<file path="src/rtl/bp_table_arbiter.sv">
// Predictor table sequencer: post-reset init sweep, lookup/update arbitration.
// Optional define BP_UPD_FWD_EN adds fwd_* bypass of queued updates to lookups.
module bp_table_arbiter #(
  parameter int IDX_W      = 8,
  parameter int QDEPTH     = 4,
  parameter int STARVE_MAX = 3
) (
  input  logic                       clk,
  input  logic                       reset,
  input  logic                       lookup_req,
  input  logic [IDX_W-1:0]           lookup_idx,
  output logic                       lookup_grant,
  output logic                       lookup_stall,
  input  logic                       upd_valid,
  input  logic [IDX_W-1:0]           upd_idx,
  input  logic [1:0]                 upd_ctr,
  input  logic [15:0]                upd_target,
  output logic                       upd_ready,
  output logic                       tbl_en,
  output logic                       tbl_we,
  output logic [IDX_W-1:0]           tbl_idx,
  output logic [1:0]                 tbl_wctr,
  output logic [15:0]                tbl_wtarget,
  output logic [$clog2(QDEPTH):0]    q_count,
  output logic                       init_done
`ifdef BP_UPD_FWD_EN
  ,
  output logic                       fwd_hit,
  output logic [1:0]                 fwd_ctr,
  output logic [15:0]                fwd_target
`endif
);

  localparam int PW = $clog2(QDEPTH);
  localparam int CW = PW + 1;
  localparam int SW = $clog2(STARVE_MAX + 1);

  typedef enum logic {
    ST_INIT,
    ST_RUN
  } state_t;

  state_t           r_state;
  state_t           w_next;
  logic [IDX_W-1:0] r_init_cnt;
  logic [PW-1:0]    r_rd_ptr;
  logic [PW-1:0]    r_wr_ptr;
  logic [CW-1:0]    r_count;
  logic [SW-1:0]    r_starve;
  logic [IDX_W-1:0] r_q_idx [QDEPTH];
  logic [1:0]       r_q_ctr [QDEPTH];
  logic [15:0]      r_q_tgt [QDEPTH];
  logic             w_empty;
  logic             w_full;
  logic             w_pop;
  logic             w_push;

  assign w_empty = (r_count == '0);
  assign w_full  = (r_count == CW'(QDEPTH));
  assign w_pop   = (r_state == ST_RUN) && !w_empty &&
                   (!lookup_req || w_full ||
                    r_starve == SW'(STARVE_MAX));
  assign w_push  = upd_valid && upd_ready;
  assign q_count = r_count;

  // State register
  always_ff @(posedge clk) begin
    if (reset) r_state <= ST_INIT;
    else       r_state <= w_next;
  end

  // Next state and table port / handshake outputs
  always_comb begin
    w_next       = r_state;
    lookup_grant = 1'b0;
    upd_ready    = 1'b0;
    init_done    = 1'b0;
    tbl_en       = 1'b0;
    tbl_we       = 1'b0;
    tbl_idx      = '0;
    tbl_wctr     = 2'b00;
    tbl_wtarget  = 16'h0000;
    case (r_state)
      ST_INIT: begin
        tbl_en   = 1'b1;
        tbl_we   = 1'b1;
        tbl_idx  = r_init_cnt;
        tbl_wctr = 2'b01;
        if (r_init_cnt == {IDX_W{1'b1}}) w_next = ST_RUN;
      end
      ST_RUN: begin
        init_done = 1'b1;
        upd_ready = !w_full;
        if (w_pop) begin
          tbl_en      = 1'b1;
          tbl_we      = 1'b1;
          tbl_idx     = r_q_idx[r_rd_ptr];
          tbl_wctr    = r_q_ctr[r_rd_ptr];
          tbl_wtarget = r_q_tgt[r_rd_ptr];
        end else if (lookup_req) begin
          tbl_en       = 1'b1;
          tbl_idx      = lookup_idx;
          lookup_grant = 1'b1;
        end
      end
      default: w_next = ST_INIT;
    endcase
  end

  assign lookup_stall = lookup_req && !lookup_grant;

  // Sweep index walks the whole table once after reset
  always_ff @(posedge clk) begin
    if (reset)                   r_init_cnt <= '0;
    else if (r_state == ST_INIT) r_init_cnt <= r_init_cnt + 1'b1;
  end

  // FIFO pointers and occupancy
  always_ff @(posedge clk) begin
    if (reset) begin
      r_rd_ptr <= '0;
      r_wr_ptr <= '0;
      r_count  <= '0;
    end else begin
      if (w_push) r_wr_ptr <= r_wr_ptr + 1'b1;
      if (w_pop)  r_rd_ptr <= r_rd_ptr + 1'b1;
      if (w_push && !w_pop)      r_count <= r_count + 1'b1;
      else if (!w_push && w_pop) r_count <= r_count - 1'b1;
    end
  end

  // FIFO payload storage, no reset needed
  always_ff @(posedge clk) begin
    if (w_push) begin
      r_q_idx[r_wr_ptr] <= upd_idx;
      r_q_ctr[r_wr_ptr] <= upd_ctr;
      r_q_tgt[r_wr_ptr] <= upd_target;
    end
  end

  // Count lookup wins while updates wait, so updates cannot starve
  always_ff @(posedge clk) begin
    if (reset)
      r_starve <= '0;
    else if (w_pop || w_empty)
      r_starve <= '0;
    else if (lookup_grant && r_starve != SW'(STARVE_MAX))
      r_starve <= r_starve + 1'b1;
  end

`ifdef BP_UPD_FWD_EN
  // Youngest queued update to the looked-up index bypasses the stale table
  always_comb begin
    fwd_hit    = 1'b0;
    fwd_ctr    = 2'b00;
    fwd_target = 16'h0000;
    for (int k = 0; k < QDEPTH; k++) begin
      if (lookup_grant && (CW'(k) < r_count) &&
          !(w_pop && k == 0) &&
          r_q_idx[r_rd_ptr + PW'(k)] == lookup_idx) begin
        fwd_hit    = 1'b1;
        fwd_ctr    = r_q_ctr[r_rd_ptr + PW'(k)];
        fwd_target = r_q_tgt[r_rd_ptr + PW'(k)];
      end
    end
  end
`endif

endmodule

</file>
<file path="config.mk">
export PLATFORM = sky130hd
export DESIGN_NAME = bp_table_arbiter
export DESIGN_NICKNAME = d
export VERILOG_FILES = /design/src/rtl/bp_table_arbiter.sv
export SDC_FILE = /design/constraint.sdc
export NUM_CORES = 1
export LEC_CHECK = 0
export BUFFER_PORTS_ARGS = -buffer_cell sky130_fd_sc_hd__clkbuf_2
export CORE_UTILIZATION = 40
export CTS_CLUSTER_SIZE = 40
export DETAILED_ROUTE_END_ITERATION = 10
export HOLD_SLACK_MARGIN = 0.08
export PLACE_DENSITY = 0.61
export SYNTH_ARGS = -nofsm -noshare
export SYNTH_HDL_FRONTEND = slang
export SYNTH_SLANG_ARGS = --single-unit
export TNS_END_PERCENT = 5
</file>
<file path="constraint.sdc">
create_clock -name clk -period 2.6 [get_ports clk]
set_input_delay 0.65 -clock clk [delete_from_list [all_inputs] [get_ports clk]]
set_output_delay 0.65 -clock clk [all_outputs]
set_load 0.03 [all_outputs]
</file>
==> Yosys cells after proc, flatten, opt, wreduce, memory -nomap -nowiden <==
Memories as Yosys holds them, arrays and structs flattened. A register that Yosys moved wholly into a read port is not among the register bits.
Cells that the tools add are included.
Widths: inputs -> output; s select.
{ "op_classes": {"reduce_logical": 19, "muxes": 28, "add_sub_neg": 6, "n_eq_ne": 4, "n_bitwise": 1} }
{ "ops": {"columns": ["cell", "n"], "rows": [
  ["$mux 16", 2],
  ["$mux 8", 2],
  ["$pmux 8 s2", 1],
  ["$mux 2", 7],
  ["$mux 1", 11],
  ["$add 8x1->8 const B", 1],
  ["$eq 8x8->1 const B", 1],
  ["$logic_and 1x1->1", 7],
  ["$add 2x1->2 const B", 3],
  ["$logic_not 1->1", 6],
  ["$mux 3", 2],
  ["$pmux 1 s2", 2],
  ["$pmux 2 s2", 1],
  ["$add 3x1->3 const B", 1],
  ["$eq 3x3->1 const B", 1],
  ["$logic_not 3->1", 1],
  ["$logic_or 1x1->1", 3],
  ["$sub 3x1->3 const B", 1],
  ["$eq 2x2->1 const B", 1],
  ["$ne 2x2->1 const B", 1],
  ["$reduce_bool 2->1", 1],
  ["$reduce_or 2->1", 1],
  ["$not 1->1", 1]
]} }
{ "totals": {"memories": 3, "in_bits": 38, "ramBits": 104, "wordCells": 67, "reg_bits": 18} }
{ "mem_list": {"columns": ["name", "depth", "width", "read_ports", "rd_clocked_by_memory_dff", "wr", "line", "rtl"], "rows": [
  ["r_q_tgt", 4, 16, 1, 1, 1, "52", "logic [15:0] r_q_tgt [QDEPTH];"],
  ["r_q_idx", 4, 8, 1, 1, 1, "50", "logic [IDX_W-1:0] r_q_idx [QDEPTH];"],
  ["r_q_ctr", 4, 2, 1, 1, 1, "51", "logic [1:0] r_q_ctr [QDEPTH];"]
]} }

==> Depth between registers and ports, before layout <==
Gate-level depths: netlist of run 1.
{ "logic_depth": {"ltp_word": 8, "mapped_depth": 11, "ltp_nobuf": 10} }

==> Worst setup path before layout of run 1 <==
No wires, ideal clock.
{ "synth_timing": {"path_kind": "register to output", "startpoint": "reg r_count[0], in the netlist q_count[0]", "endpoint": "out lookup_stall", "t_arrival_ps": 1938, "n_path_buf": 1, "required_ps": 1950, "path_slack_ps": 12, "path_stages_with_launch": 6, "cell_sequence": "dfxtp_1 nor3_2 a211oi_4 buf_6 inv_2 a21boi_1"} }
{ "synth_via": {"elab_chain_cells": 8, "word_cells_on_any_way": 11, "cone_classes": "1 x eq/ne; 2 x mux; 8 x reduce/logical"} }
{ "synth_lines": {"columns": ["element", "line", "rtl"], "rows": [
  ["start, declared", "48", "logic [CW-1:0] r_count;"],
  ["start signal, assigned", "127", "if (w_push && !w_pop) r_count <= r_count + 1'b1;"],
  ["start signal, assigned", "128", "else if (!w_push && w_pop) r_count <= r_count - 1'b1;"],
  ["$eq 3x3->1 or $logic_not 3->1 (tied branches)", "59, 58", null],
  ["$logic_or 1x1->1 or $logic_not 1->1 (tied branches)", "61, 60", null],
  ["$logic_or 1x1->1 or $logic_and 1x1->1 (tied branches)", "61, 60", null],
  ["$logic_and 1x1->1 *", "60", "assign w_pop = (r_state == ST_RUN) && !w_empty &&"],
  ["$mux 1 *", "94", "if (w_pop) begin"],
  ["$mux 1 *", "83", "case (r_state)"],
  ["$logic_not 1->1 *", "110", "assign lookup_stall = lookup_req && !lookup_grant;"],
  ["$logic_and 1x1->1 *", "110", null],
  ["end, declared", "13", "output logic lookup_stall,"]
]} }
Every way passes the cells marked *; elsewhere a longest branch is shown, timed or not.

==> results.yml, run 1 <==
synth:
  synth_area_um2: 5110
  async_flop_share: 0
  synthSimpleGateAreaFrac: 0.0855
  synth_top_family_by_area: "multiplexers"
  syn_nets: 337
  synthMuxAreaShare: 0.127
  ys_seq_area_frac: 0.690
  synth_edf_count: 104
  synth_fa_ha_area_frac: 0.0211
  ys_types: 42
  synthCells: 291
  dominantRegCellSynth: "edfxtp_1"
  ys_seq_elements: 124
  syn_avg_cell_area_um2: 17.5
  synthXorXnorAreaFrac: 0.00858
  ys_warn_count: 0
  synth_compound_area_frac: 0.0524
place:
  io_buffer_count: 72
  dp_hpwl_um: 6040
  place.gp.congestion: 0.759
  dpl_cell_area_um2: 5820
sta:
  timing.hold.ws_ns: 0.465
  slew_violations: 0
  setup_ws_ns: -0.0190
  hold_violations: 0
  setup_viol: 3
  tns_ns: -0.0352
  slew_headroom: 0.713
  max_freq_mhz: 382
  post-route-min-period_ns: 2.62
  worst_slew_pin_slew_ns: 0.430
  post-route-period-util: 1.01
  skew_ns: 0.00809
  rsz0062_at_grt: "yes"
die:
  die_h_um: 115
  coreArea_um2: 12200
  die_w_um: 115
  initial_core_util: 0.418
  dieArea_um2: 13200
  io_pins: 73
  rows: 40
final_layout:
  num_antenna_cells: 0
  drive_gt1_frac: 0.421
  synthToLayoutAreaGrowth_pct: 31.8
  finish.instance_area_um2: 6730
  nNetsFinal: 447
route:
  route.vias.total: 2954
  firstDrtPassIters: 4
  wl_um: 10300
  vias_per_cell: 5.10
  post-route-drc-count: 0
  drt_iter0_markers: 177
  wl_per_cell_um: 17.9
  ant_nets: 0
critical_path:
  worstPathRequired_ns: 1.95
  crit_fanout: 8
  cp.arrival_ns: 1.97
  cp-end-kind: "primary output"
  start_kind: "flip-flop"
  crit_type: "flip-flop to primary output"
outcome:
  status: "complete, but fails checks"
  violations: "setup timing"
clocking:
  path_clk_slew_ns: 0.05
  clockRootBuffer: "clkbuf_16"
  numCtsBuffers: 17
  cts.sinks: 124
  cts.path.max_buffers: 2
  insertion_delay_ns: 0.40
  ctsHtreeMaxLevel: 4
  cts_tree: "yes"
job:
  drv_cap: 0
grt:
  grt_overflow: 0
  grt_usage: 0.165
  grt_pass1_vias: 2924
  grt_pass1_wl_um: 15500
  antenna_found_initial: 0
  grt_max_degree: 27
power:
  p_leak_nw: 2.39
  powerDensity_nw_per_um2: 667
  vdd_drop_max_mv: 0.498
hold_path:
  hold_class: "input port to flip-flop"
cell families (layout without fill, tap and decap cells):
kind of cell | after synthesis | after routing
flip-flops | 124 | 124
AND/OR/NAND/NOR | 73 | 73
multiplexers | 33 | 33
AO/OA/AOI/OAI | 31 | 31
buffers and inverters | 17 | 137
adder cells (fa/ha/maj) | 8 | 8
XOR/XNOR | 5 | 5
cell usage in the layout, fill, tap and decap left out, types with 5 or more instances in the layout:
cell type and instances:
nor2_1 13, buf_12 5, nor2b_1 10, nand2_1 5, dfxtp_1 15, ha_1 6
clkbuf_8 6, o21ai_0 5, clkbuf_4 8, buf_6 15, mux2i_1 5, buf_4 20
clkbuf_2 45, or3_1 7, a21oi_1 6, and2_1 15, edfxtp_1 104, and2_4 6
mux4_2 25, clkbuf_16 17, a221o_1 8
layer usage:
layer | share of wire | track usage | up-vias
met5 | 0 | 0 | -
met3 | 0.045 | 0.0548 | 9
li1 | - | - | 1368
met2 | 0.49 | 0.263 | 85
met4 | 0.011 | 0.0623 | 0
met1 | 0.45 | 0.209 | 1492
stage by stage:
| step | utilization | setup slack, ns | power (mW) | std cells |
|---|---|---|---|---|
| floorplan | - | 0.0118 | 2.23 | 291 |
| global placement | 0.476 | 0.0947 | 2.28 | 539 |
| detailed placement | 0.476 | 0.0486 | 2.28 | 539 |
| CTS | 0.537 | -0.0464 | 4.54 | 572 |
| global route | 0.551 | -0.0876 | 4.63 | 579 |
| finish | 0.551 | -0.0190 | 4.49 | 579 |
cells in the mapped netlist (6+ instances only):
master | instances | area (um2)
nor2b_1 | 11 | 68.8
ha_1 | 7 | 87.6
a21oi_1 | 6 | 30.0
buf_2 | 7 | 35.0
edfxtp_1 | 104 | 3120
mux4_2 | 25 | 563
and2_1 | 21 | 131
or3_1 | 7 | 43.8
dfxtp_1 | 20 | 400
nor2_1 | 13 | 48.8
a221o_1 | 8 | 80.1
power breakdown:
part / switching (mW) / leakage (nW) / internal (mW)
Combinational: 0.0487 / 1.02 / 0.0416
Sequential: 0.00487 / 1.10 / 2.15
Clock: 0.765 / 0.267 / 1.47
Total: 0.819 / 2.39 / 3.67
what timing repair did:
action	CTS	global route
cloned	1	2
hold buffers	0	0
buffers inserted	3	5
gates resized for setup	32	63
pin swaps	1	4
setup endpoints to repair	26	26
critical path, cell delays in order, from the launching register on:
cell and delay [ns]:
dfxtp_4 0.39, buf_12 0.15, mux4_2 0.54, a221o_1 0.33, clkbuf_8 0.16
area by class of cell:
type / instances / area, um2
clock buffers: 19 / 433
clock inverters: 10 / 126
well taps: 168 / 210
flip-flops and latches: 124 / 3530
multi-input cells: 150 / 1540
inverters: 5 / 18.8
repair buffers: 103 / 865
fillers: 1021 / 5480
final timing paths:
kind / startpoint / endpoint / slack, ns / cells after the start
setup / recovery: flip-flop / tbl_idx[5] / -0.02 / 4
hold / removal: upd_target[2] / r_q_tgt[2][2]$_DFFE_PP_ / 0.47 / 1
setup reg to reg: r_starve[0]$_SDFFE_PP0P_ / q_count[2]$_SDFFE_PP0P_ / 0.25 / 12
hold reg to reg: r_init_cnt[7]$_SDFFE_PP0N_ / r_init_cnt[7]$_SDFFE_PP0N_ / 0.50 / 2
state kept, by name (all words and copies together), names as in the netlist, named ones only:
name	count
r_q_tgt	64
r_q_idx	32
r_init_cnt	8
r_q_ctr	8
q_count	3
r_rd_ptr	2
r_starve	2
r_wr_ptr	2
r_state	1
(Power assumes the default switching activity.)
==> run 2: changes to the inputs <==
Settings changed: RECOVER_POWER set to 25.
==> run 2 against run 1 <==
Compared with the run above: the flow still finishes with violations (setup timing); combinational power decreased by 3.5%; non-clock buffer count unchanged; power about the same; core utilization decreased by 0.17 points; sequential share of layout area increased by 0.17 points; hold slack improved by 0.0092 ns; flip-flop and latch count unchanged; register-to-register slack about the same; wire length increased by 0.12%; critical path depth unchanged; final cell count unchanged; design area decreased by 0.32%.
==> results.yml, run 2 (synthesized netlist as in run 1, its figures left out) <==
outcome:
  status: "complete, but fails checks"
  violations: "setup timing"
grt:
  grt_max_degree: 27
  grt_usage: 0.165
  grt_pass1_vias: 2924
  grt_pass1_wl_um: 15500
  grt_overflow: 0
  antenna_found_initial: 0
critical_path:
  cp.arrival_ns: 1.97
  cp-end-kind: "primary output"
  worstPathRequired_ns: 1.95
  worst-path-stages: 4
  crit_buf_inv: 2
  reg2reg_from: "r_starve[0]$_SDFFE_PP0P_"
  crit_fanout: 8
  crit_type: "flip-flop to primary output"
  cp_slowest_cell: "mux4_2"
  cpPeakStageDelay_ns: 0.54
  start_kind: "flip-flop"
  critPathTopFamily: "multiplexers"
  ff2ff_path_depth: 12
  crit_chain: "buf_12 -> mux4_2 -> a221o_1 -> clkbuf_8"
power:
  pwr-share-seq: 0.482
  pwr-share-clk: 0.499
  swShare: 0.182
  vdd_drop_max_mv: 0.496
  finalPower_mw: 4.48
  p_comb_frac: 0.019
  powerDensity_nw_per_um2: 668
  p_leak_nw: 2.34
  p_switching_mw: 0.818
  p_int_mw: 3.67
clocking:
  insertion_delay_ns: 0.40
  cts_tree: "yes"
  path_clk_slew_ns: 0.06
  clockRootBuffer: "clkbuf_16"
  cts.path.max_buffers: 2
  numCtsBuffers: 17
  ctsHtreeMaxLevel: 4
  cts.sinks: 124
route:
  wl_um: 10300
  route.vias.total: 2949
  ant_nets: 0
  drt_iter0_markers: 175
  vias_per_cell: 5.09
  firstDrtPassIters: 4
  post-route-drc-count: 0
  wl_per_cell_um: 17.9
final_layout:
  final_common_cell: "edfxtp_1"
  drive_gt1_frac: 0.380
  num_antenna_cells: 0
  nNetsFinal: 447
  layout_common_cells: "104 x edfxtp_1, 28 x clkbuf_2, 25 x mux4_2"
  largest_reg_flops: 64
  final_cell_count_no_fill: 579
  nFillCells: 1022
  finish.instance_area_um2: 6710
  largest-register: "r_q_tgt"
  final_core_util: 0.549
  biggestRegsByFlops: "r_q_tgt (64), r_q_idx (32)"
  synthToLayoutAreaGrowth_pct: 31.4
place:
  dpl_cell_area_um2: 5820
  place.gp.congestion: 0.759
  dp.cells: 539
  dp_hpwl_um: 6040
  pre_cts_ws_ns: 0.0486
  io_buffer_count: 72
die:
  coreArea_um2: 12200
  die_h_um: 115
  die_w_um: 115
  dieArea_um2: 13200
  initial_core_util: 0.418
  rows: 40
  io_pins: 73
sta:
  setup_viol: 3
  post-route-period-util: 1.01
  worst_slew_pin_slew_ns: 0.437
  slew_violations: 0
  skew_ns: 0.00796
  slew_headroom: 0.709
  timing.hold.ws_ns: 0.475
  rsz0062_at_grt: "yes"
  setup_ws_ns: -0.0199
  hold_violations: 0
  tns_ns: -0.0371
  post-route-min-period_ns: 2.62
  max_freq_mhz: 382
hold_path:
  hold_class: "input port to flip-flop"
  min_from: "upd_idx[6]"
  min_path_cells: 1
job:
  drv_cap: 0
-- run 2: cell counts in the layout (fill, tap and decap cells not counted) --
No cell type changed its count.
-- run 2: layout make-up --
| cell class | instances | area [um2] | area share |
|---|---|---|---|
| sequential | 124 | 3530 | 0.527 |
| multi-input combinational | 150 | 1540 | 0.230 |
| timing repair buffer | 103 | 843 | 0.126 |
| clock buffer | 19 | 433 | 0.0645 |
| tap | 168 | 210 | 0.0313 |
| clock inverter | 10 | 126 | 0.0188 |
| inverter | 5 | 18.8 | 0.00280 |
-- run 2: per-layer routing --
| metal | wire length (um) | vias to the layer above | track usage | part of all wire |
|---|---|---|---|---|
| met2 | 5030 | 86 | 0.263 | 0.49 |
| met3 | 475 | 9 | 0.0548 | 0.046 |
| li1 | - | 1371 | - | - |
| met5 | 0 | - | 0 | 0 |
| met1 | 4730 | 1483 | 0.209 | 0.46 |
| met4 | 113 | 0 | 0.0623 | 0.011 |
-- run 2: power by group through the flow --
stage                     Combinational, mW  Sequential [mW]  Clock [mW]
after CTS                            0.0873             2.16        2.29
after global placement               0.0788             2.20           0
after detailed placement             0.0833             2.20           0
after global routing                 0.0957             2.16        2.37
after floorplan                      0.0311             2.20           0
final                                0.0871             2.16        2.24
-- run 2: what timing repair did --
action                                  in CTS  in global routing
resized for setup                           32                 63
hold buffers                                 0                  0
gates cloned                                 1                  2
setup buffers                                3                  5
endpoints found under the hold margin        0                  0
pin swaps                                    1                  4
endpoints found under the setup margin      26                 26
-- run 2: path summary, 6_finish.rpt --
path                                endpoint  slack, ns
setup / recovery                  tbl_idx[5]      -0.02
hold / removal       r_q_idx[2][6]$_DFFE_PP_       0.47
setup reg to reg     q_count[2]$_SDFFE_PP0P_       0.25
hold reg to reg   r_init_cnt[7]$_SDFFE_PP0N_       0.50
==> run 3: changes to the inputs <==
Settings changed: RECOVER_POWER 25 to 50.
==> run 3 against run 2 <==
Compared with the run above: clock-buffer cell count did not move; largest cell class unchanged; die area unchanged; critical path type unchanged; clock skew is essentially flat; design area fell by 0.35%; critical path depth rose by 3; core utilization shrank 0.19 points; power about the same; the flow still finishes with violations (setup timing); sequential share of layout area grew 0.13 points; sequential power about the same.
==> results.yml, run 3 (synthesized netlist as in run 1, its figures left out) <==
route:
  wl_um: 10300
  drt_iter0_markers: 173
  vias_per_cell: 5.13
  route.vias.total: 2972
  post-route-drc-count: 0
  ant_nets: 0
  wl_per_cell_um: 17.9
  firstDrtPassIters: 5
outcome:
  status: "complete, but fails checks"
  violations: "setup timing"
clocking:
  path_clk_slew_ns: 0.05
  ctsHtreeMaxLevel: 4
  insertion_delay_ns: 0.40
  cts.sinks: 124
  cts_tree: "yes"
  numCtsBuffers: 17
  cts.path.max_buffers: 2
  clockRootBuffer: "clkbuf_16"
sta:
  timing.hold.ws_ns: 0.498
  hold_violations: 0
  post-route-min-period_ns: 2.62
  setup_viol: 5
  rsz0062_at_grt: "yes"
  slew_headroom: 0.711
  max_freq_mhz: 382
  tns_ns: -0.0469
  slew_violations: 0
  skew_ns: 0.00840
  post-route-period-util: 1.01
  setup_ws_ns: -0.0152
  worst_slew_pin_slew_ns: 0.434
final_layout:
  layout_common_cells: "104 x edfxtp_1, 31 x clkbuf_1, 25 x mux4_2"
  num_antenna_cells: 0
  largest_reg_flops: 64
  final_core_util: 0.548
  nFillCells: 1029
  biggestRegsByFlops: "r_q_tgt (64), r_q_idx (32)"
  nNetsFinal: 447
  largest-register: "r_q_tgt"
  final_common_cell: "edfxtp_1"
  synthToLayoutAreaGrowth_pct: 30.9
  drive_gt1_frac: 0.343
grt:
  grt_pass1_wl_um: 15500
  grt_overflow: 0
  grt_pass1_vias: 2924
  antenna_found_initial: 0
  grt_max_degree: 27
  grt_usage: 0.165
critical_path:
  cp.arrival_ns: 1.97
  cp-end-kind: "primary output"
  crit_type: "flip-flop to primary output"
  worstPathRequired_ns: 1.95
  cpPeakStageDelay_ns: 0.36
  start_kind: "flip-flop"
  crit_chain: "or2_4 -> a211oi_4 -> buf_6 -> buf_4 -> inv_2 -> a21boi_1 -> buf_4"
  cp_slowest_cell: "dfxtp_1"
  critPathMostFrequentCell: "buf_4"
  crit_fanout: 5
die:
  die_h_um: 115
  initial_core_util: 0.418
  die_w_um: 115
  rows: 40
  coreArea_um2: 12200
  dieArea_um2: 13200
  io_pins: 73
power:
  p_leak_nw: 2.30
  powerDensity_nw_per_um2: 671
  vdd_drop_max_mv: 0.497
place:
  dp_hpwl_um: 6040
  pre_cts_ws_ns: 0.0486
  io_buffer_count: 72
  place.gp.congestion: 0.759
job:
  drv_cap: 0
hold_path:
  hold_class: "input port to flip-flop"
run 3: through the flow:
| stage | power (mW) | cells | area, um2 |
|---|---|---|---|
| 2_1_floorplan | 2.23 | 291 | 5110 |
| 3_3_place_gp | 2.28 | 539 | 5820 |
| 3_5_place_dp | 2.28 | 539 | 5820 |
| 4_1_cts | 4.54 | 572 | 6560 |
| 5_1_grt | 4.62 | 579 | 6690 |
| 6_report | 4.48 | 579 | 6690 |
run 3: path summary, 6_finish.rpt:
check / slack, ns / depth (start not counted) / endpoint / from
worst min-delay path: 0.50 / 1 / r_q_idx[2][1]$_DFFE_PP_ / upd_idx[1]
worst min register to register: 0.50 / 2 / r_init_cnt[7]$_SDFFE_PP0N_ / r_init_cnt[7]$_SDFFE_PP0N_
worst max-delay path: -0.02 / 7 / lookup_stall / q_count[0]$_SDFFE_PP0P_
worst max register to register: 0.22 / 10 / q_count[2]$_SDFFE_PP0P_ / q_count[0]$_SDFFE_PP0P_
run 3: power by group:
part	leakage (nW)	switching [mW]	total, mW	internal [mW]
registers	1.10	0.00486	2.16	2.15
logic	0.937	0.0489	0.0852	0.0362
clock network	0.267	0.766	2.24	1.47
run 3: timing repair:
action,CTS,global route
setup endpoints to repair,26,26
gates resized for setup,32,63
gates cloned,1,2
hold buffers,0,0
setup buffers,3,5
pin swaps,1,4
run 3: routing by layer:
layer | track usage | wire [um]
met3 | 0.0548 | 504
met1 | 0.209 | 4710
met4 | 0.0623 | 89
met2 | 0.263 | 5040
met5 | 0 | 0
run 3: final cells by class:
| class | count | area, um2 | area share |
|---|---|---|---|
| flip-flops and latches | 124 | 3530 | 0.528 |
| multi-input cells | 150 | 1540 | 0.231 |
| repair buffers | 103 | 823 | 0.123 |
| clock buffers | 19 | 433 | 0.0647 |
| well taps | 168 | 210 | 0.0314 |
| clock inverters | 10 | 126 | 0.0189 |
| inverters | 5 | 18.8 | 0.00281 |
run 3: critical path: cells and delay by family (launching register included):
kind | cells | cell delay, ns
buf+inv | 4 | 0.51
compound gates | 2 | 0.38
flops | 1 | 0.36
simple gates | 1 | 0.30
